--- src/rtl/dmem_port_arbiter_if.sv ---
// Bundles the core, debug and memory sides of the data-memory port arbiter.
// The slave modport is the arbiter view; master is the surrounding environment.
interface dmem_port_arbiter_if #(
  parameter int ADDR_W = 6,
  parameter int DATA_W = 32
);
  logic              core_req;
  logic              core_we;
  logic [ADDR_W-1:0] core_addr;
  logic [DATA_W-1:0] core_wdata;
  logic              core_stall;
  logic [DATA_W-1:0] core_rdata;
  logic              core_rvalid;

  logic              dbg_req;
  logic              dbg_we;
  logic [ADDR_W-1:0] dbg_addr;
  logic [DATA_W-1:0] dbg_wdata;
  logic              dbg_gnt;
  logic [DATA_W-1:0] dbg_rdata;
  logic              dbg_rvalid;

  logic              mem_we;
  logic              mem_re;
  logic [ADDR_W-1:0] mem_addr;
  logic [DATA_W-1:0] mem_wdata;
  logic [DATA_W-1:0] mem_rdata;

  modport slave (
    input  core_req, core_we, core_addr, core_wdata,
    output core_stall, core_rdata, core_rvalid,
    input  dbg_req, dbg_we, dbg_addr, dbg_wdata,
    output dbg_gnt, dbg_rdata, dbg_rvalid,
    output mem_we, mem_re, mem_addr, mem_wdata,
    input  mem_rdata
  );

  modport master (
    output core_req, core_we, core_addr, core_wdata,
    input  core_stall, core_rdata, core_rvalid,
    output dbg_req, dbg_we, dbg_addr, dbg_wdata,
    input  dbg_gnt, dbg_rdata, dbg_rvalid,
    input  mem_we, mem_re, mem_addr, mem_wdata,
    output mem_rdata
  );
endinterface

--- src/rtl/dmem_port_arbiter.sv ---
// Single-port data memory arbiter: core has priority, debug is forced through
// after STARVE_MAX consecutive denied cycles. Read data returns one cycle later.
module dmem_port_arbiter #(
  parameter int ADDR_W     = 6,
  parameter int DATA_W     = 32,
  parameter int STARVE_MAX = 4
) (
  input  logic               clk,
  input  logic               reset,
  dmem_port_arbiter_if.slave bus
);
  localparam int CW = $clog2(STARVE_MAX + 1);

  typedef struct packed {
    logic              we;
    logic [ADDR_W-1:0] addr;
    logic [DATA_W-1:0] wdata;
  } acc_t;

  acc_t              core_acc, dbg_acc, sel;
  logic [CW-1:0]     starve_cnt;
  logic              force_dbg, core_gnt, dbg_gnt, any_gnt;
  logic              core_rvalid_q, dbg_rvalid_q;
  logic [DATA_W-1:0] core_rdata_q, dbg_rdata_q;

  assign core_acc = '{we: bus.core_we, addr: bus.core_addr, wdata: bus.core_wdata};
  assign dbg_acc  = '{we: bus.dbg_we,  addr: bus.dbg_addr,  wdata: bus.dbg_wdata};

  assign force_dbg = bus.dbg_req && (starve_cnt == CW'(STARVE_MAX));
  assign core_gnt  = bus.core_req && !force_dbg;
  assign dbg_gnt   = force_dbg || (bus.dbg_req && !bus.core_req);
  assign any_gnt   = core_gnt || dbg_gnt;

  always_comb begin
    sel = '0;
    if (core_gnt)     sel = core_acc;
    else if (dbg_gnt) sel = dbg_acc;
  end

  // Unused address/data are forced to zero so an idle bus is quiet.
  assign bus.mem_we     = any_gnt && sel.we;
  assign bus.mem_re     = any_gnt && !sel.we;
  assign bus.mem_addr   = sel.addr;
  assign bus.mem_wdata  = sel.wdata;
  assign bus.core_stall = bus.core_req && !core_gnt;
  assign bus.dbg_gnt    = dbg_gnt;

  always_ff @(posedge clk or negedge reset) begin
    if (!reset) begin
      starve_cnt <= '0;
    end else if (!bus.dbg_req || dbg_gnt) begin
      starve_cnt <= '0;
    end else if (starve_cnt != CW'(STARVE_MAX)) begin
      starve_cnt <= starve_cnt + 1'b1;
    end
  end

  // Reset drops any in-flight return so no rvalid appears after release.
  always_ff @(posedge clk or negedge reset) begin
    if (!reset) begin
      core_rvalid_q <= 1'b0;
      dbg_rvalid_q  <= 1'b0;
      core_rdata_q  <= '0;
      dbg_rdata_q   <= '0;
    end else begin
      core_rvalid_q <= core_gnt && !bus.core_we;
      dbg_rvalid_q  <= dbg_gnt && !bus.dbg_we;
      if (core_gnt && !bus.core_we) core_rdata_q <= bus.mem_rdata;
      if (dbg_gnt && !bus.dbg_we)   dbg_rdata_q  <= bus.mem_rdata;
    end
  end

  assign bus.core_rvalid = core_rvalid_q;
  assign bus.core_rdata  = core_rdata_q;
  assign bus.dbg_rvalid  = dbg_rvalid_q;
  assign bus.dbg_rdata   = dbg_rdata_q;
endmodule

--- src/flat_wrapper.sv ---
// flat-port wrapper written by rule: the top's interface ports become plain ports
module dmem_port_arbiter_flat 
#(
  parameter int ADDR_W     = 6,
  parameter int DATA_W     = 32,
  parameter int STARVE_MAX = 4
)
  (clk, reset, bus_core_req, bus_core_we, bus_core_addr, bus_core_wdata, bus_core_stall, bus_core_rdata, bus_core_rvalid, bus_dbg_req, bus_dbg_we, bus_dbg_addr, bus_dbg_wdata, bus_dbg_gnt, bus_dbg_rdata, bus_dbg_rvalid, bus_mem_we, bus_mem_re, bus_mem_addr, bus_mem_wdata, bus_mem_rdata);
  dmem_port_arbiter_if #(.ADDR_W(ADDR_W), .DATA_W(DATA_W)) bus_i ();
  input  logic clk;
  input  logic reset;
  input wire logic [$bits(bus_i.core_req)-1:0] bus_core_req;
  input wire logic [$bits(bus_i.core_we)-1:0] bus_core_we;
  input wire logic [$bits(bus_i.core_addr)-1:0] bus_core_addr;
  input wire logic [$bits(bus_i.core_wdata)-1:0] bus_core_wdata;
  output wire logic [$bits(bus_i.core_stall)-1:0] bus_core_stall;
  output wire logic [$bits(bus_i.core_rdata)-1:0] bus_core_rdata;
  output wire logic [$bits(bus_i.core_rvalid)-1:0] bus_core_rvalid;
  input wire logic [$bits(bus_i.dbg_req)-1:0] bus_dbg_req;
  input wire logic [$bits(bus_i.dbg_we)-1:0] bus_dbg_we;
  input wire logic [$bits(bus_i.dbg_addr)-1:0] bus_dbg_addr;
  input wire logic [$bits(bus_i.dbg_wdata)-1:0] bus_dbg_wdata;
  output wire logic [$bits(bus_i.dbg_gnt)-1:0] bus_dbg_gnt;
  output wire logic [$bits(bus_i.dbg_rdata)-1:0] bus_dbg_rdata;
  output wire logic [$bits(bus_i.dbg_rvalid)-1:0] bus_dbg_rvalid;
  output wire logic [$bits(bus_i.mem_we)-1:0] bus_mem_we;
  output wire logic [$bits(bus_i.mem_re)-1:0] bus_mem_re;
  output wire logic [$bits(bus_i.mem_addr)-1:0] bus_mem_addr;
  output wire logic [$bits(bus_i.mem_wdata)-1:0] bus_mem_wdata;
  input wire logic [$bits(bus_i.mem_rdata)-1:0] bus_mem_rdata;
  assign bus_i.core_req = bus_core_req;
  assign bus_i.core_we = bus_core_we;
  assign bus_i.core_addr = bus_core_addr;
  assign bus_i.core_wdata = bus_core_wdata;
  assign bus_core_stall = bus_i.core_stall;
  assign bus_core_rdata = bus_i.core_rdata;
  assign bus_core_rvalid = bus_i.core_rvalid;
  assign bus_i.dbg_req = bus_dbg_req;
  assign bus_i.dbg_we = bus_dbg_we;
  assign bus_i.dbg_addr = bus_dbg_addr;
  assign bus_i.dbg_wdata = bus_dbg_wdata;
  assign bus_dbg_gnt = bus_i.dbg_gnt;
  assign bus_dbg_rdata = bus_i.dbg_rdata;
  assign bus_dbg_rvalid = bus_i.dbg_rvalid;
  assign bus_mem_we = bus_i.mem_we;
  assign bus_mem_re = bus_i.mem_re;
  assign bus_mem_addr = bus_i.mem_addr;
  assign bus_mem_wdata = bus_i.mem_wdata;
  assign bus_i.mem_rdata = bus_mem_rdata;
  dmem_port_arbiter #(.ADDR_W(ADDR_W), .DATA_W(DATA_W), .STARVE_MAX(STARVE_MAX)) u_core (.clk(clk), .reset(reset), .bus(bus_i));
endmodule
--- config.mk ---
export PLATFORM = sky130hd
export DESIGN_NAME = dmem_port_arbiter_flat
export DESIGN_NICKNAME = d
export VERILOG_FILES = /design/src/rtl/dmem_port_arbiter_if.sv /design/src/rtl/dmem_port_arbiter.sv /design/src/flat_wrapper.sv
export SDC_FILE = /design/constraint.sdc
export NUM_CORES = 1
export LEC_CHECK = 0
export ABC_AREA = 1
export CAP_MARGIN = 20
export CELL_PAD_IN_SITES_DETAIL_PLACEMENT = 2
export CELL_PAD_IN_SITES_GLOBAL_PLACEMENT = 2
export CORE_MARGIN = 5
export CORE_UTILIZATION = 18
export CTS_CLUSTER_SIZE = 25
export DETAILED_ROUTE_END_ITERATION = 10
export PLACE_DENSITY_LB_ADDON = 0.2
export SLEW_MARGIN = 25
export SYNTH_ARGS = -nofsm -noshare
export SYNTH_HDL_FRONTEND = slang
export SYNTH_SLANG_ARGS = --single-unit
--- constraint.sdc ---
create_clock -name clk -period 1.6 [get_ports clk]
set_input_delay 0.16 -clock clk [delete_from_list [all_inputs] [get_ports clk]]
set_output_delay 0.16 -clock clk [all_outputs]
set_load 0.01 [all_outputs]
==> impl_results.md <==
* Final WL at 16800 microns
* Area grow syn2layout at 112%
* Boundary Pins at 222
* Total number of vias at 3795
* Die height at 145 microns
* Multi-input gate area at approximately 1700 sq um
* Clock tree buffer depth at 2
* Crit share post-route at 118%
* Register area at 1730 sq um
* Post-Layout Inst Area at 7000 sq um
* Peak supply drop at 0.646 mV
* GR Util All Layers at 15.8%
* # DRC at 0
* Pwr Total at just over 6 mW
* Failing checks: negative setup slack
* First-pass GRT wire length at approximately 26000 microns
* Final hold slack at 210 ps
* Worst-Skew Late Latency at 340 ps
* Power per Cell Area at roughly 860 nW/um^2
* Die area at between 20000 and 25000 sq um
* Die width at 145 microns
* Initial antenna violation count at 0
* Layout Cells excl Fill at 914
* Critical path type: flop to primary output
* Synth top cells by count: 215 x nand2_1, 69 x dfrtp_1, 40 x inv_1
* Critical path launch point type: flop
* Drt first pass iters at 4
* Maxcap violations at 0
* Dpl cells at 878
* Tightest Hold Check Type: primary input to async pin
* Relative slew slack at 81.9%
* CTS tree: yes
* Largest net degree at the start of global routing at 41
* Crit Path Max Fanout at 6
* Worst Skew at 8.96 ps
* CTS H-tree lvls at 3
* Synth Net Count at roughly 540
* Post-synth EDFFs at 0
* Leak at 3.39 nW
* Minimum clock period at 1880 ps
* # fillers at about 2000
* Post-synthesis cell area at 3300 sq um
* Sequential fraction of the synthesis area at 52.3%
* Post-route ant nets at 0
* Reg clk slew, reported paths at approximately 60 ps
* Setup crit end kind: primary output
* Nets@finish at 796
* Clk root buf: clkbuf_16
* DR WL/cell at 18.4 microns
* Worst Path Required at 1440 ps
* Vias per cell at 4.15
* Buffers on Ports at 221
* HPWL Detailed at 12300 microns
* RSZ-0062 raised after global routing: yes
* Flops & latches, synth at 69
* Measured slew at the worst slew-check pin at 272 ps
* Status: finished with violations
* Yosys top cell area share at 52.3%
* WP data arrival at 1720 ps
* Initial Util at a little under a fifth
* Top FF cell, synth: dfrtp_1
* Most area-consuming cells after synthesis: dfrtp_1 52%, nand2_1 24%, nand3_1 5.0%
* Final setup fails at 73
* Synth async-reset ratio at 100%
* Fmax at 531 MHz
* Layout cells sized above 1 at 33.0%
* Fin. max-slew vios at 0
* DR iter-0 viols at 88
* Num rows at 49
* Number of global-route vias before repair at 4536
* Syn_area_per_cell at 7.74 sq um
* Count leader, synth: nand2_1
* Post-synth top area cell: dfrtp_1
* ANT cells at 0
* Cts bufs inserted at 9
* Core box area at 18000 sq um
* Num Clock Sinks at 69
* Routability cong. at 0.798
* Overflow after GRT at 0
* Setup slack after layout at -283 ps
* Cells after Synth at 427
* Synth unique cells at 17
* Final Hold Fails at 0
* Yosys warnings at 0
* Placement Cell Area at 5910 sq um
registers in the layout, indices dropped and copies added (netlist names):
register,cells
u_core.bus.core_rvalid,1
u_core.bus.dbg_rdata,32
u_core.bus.dbg_rvalid,1
u_core.starve_cnt,3
u_core.bus.core_rdata,32
cells by family (layout without fill, tap and decap cells):
family / after synthesis / after routing / synth area share, %
AND/OR/NAND/NOR: 258 / 258 / 31.4
flip-flops: 69 / 69 / 52.3
AO/OA/AOI/OAI: 32 / 32 / 4.85
XOR/XNOR: 1 / 1 / 0.265
adder cells (fa/ha/maj): 2 / 2 / 0.757
buffers and inverters: 65 / 323 / 10.5
cell type report:
type,instances,share of cell area (%)
Inverter,41,2.30
Timing Repair Buffer,266,39.9
Clock buffer,11,3.61
Sequential cell,69,24.7
Clock inverter,5,0.482
Multi-Input combinational cell,293,25.0
Tap cell,229,4.09
critical path, cell delays in order, from the launching register on:
cell     delay [ps]
dfrtp_1         390
inv_2            70
ha_4            140
nand3_4         110
nand2_4         110
inv_8            50
buf_8           130
buf_12          140
nand2_2          60
nand2_2          50
buf_6           120
placed cells by master, fill, tap and decap left out, types with 2 or more instances in the layout:
master	count
clkbuf_8	2
clkbuf_16	9
buf_6	33
buf_4	17
inv_2	3
buf_8	2
nand2_1	103
inv_1	37
buf_2	17
o21ai_1	13
nand3_1	32
clkdlybuf4s50_1	178
dfrtp_1	69
buf_12	12
nor2_1	5
clkinvlp_4	2
nand2_4	41
clkinv_2	2
buf_16	5
nand3_2	2
o21ai_0	19
nand2_2	72
per-layer routing:
metal	track usage (%)	wire [microns]
met1	17.0	6400
met2	29.8	9150
met3	4.80	890
met4	4.57	371
met5	0	0
through the flow:
step,utilization [%],setup slack [ps],setup TNS [ps]
after global placement,32.8,-401,-23800
after floorplan,-,224,0
final,38.9,-283,-10410
after global routing,38.9,-344,-15020
after detailed placement,32.8,-453,-27230
after CTS,37.1,-352,-13240
timing repair:
item	4_1_cts	5_1_grt
resized for setup	298	81
pin swaps	15	13
cloned	5	0
hold buffers	1	0
setup buffers	12	2
endpoints found under the setup margin	75	78
endpoints found under the hold margin	69	0
power breakdown:
part | switching (mW) | total, mW | internal, mW
clock network | 0.793 | 1.93 | 1.13
logic | 0.841 | 1.96 | 1.12
registers | 0.188 | 2.17 | 1.99
total | 1.82 | 6.06 | 4.23
path summary, 6_finish.rpt:
kind	to	cells past startpoint	slack [ps]	startpoint
min in group clk	u_core.bus.core_rdata[21]	3	390	bus_mem_rdata[21]
max	bus_mem_wdata[25]	10	-280	u_core.starve_cnt[0]
max in group asynchronous	u_core.bus.dbg_rvalid	3	880	reset
min reg2reg	u_core.bus.dbg_rdata[29]	2	480	u_core.bus.dbg_rdata[29]
max reg2reg	u_core.bus.dbg_rdata[7]	11	-80	u_core.starve_cnt[0]
min	u_core.bus.core_rdata[20]	2	210	reset
Note: power is estimated with default switching activity, not from simulation.
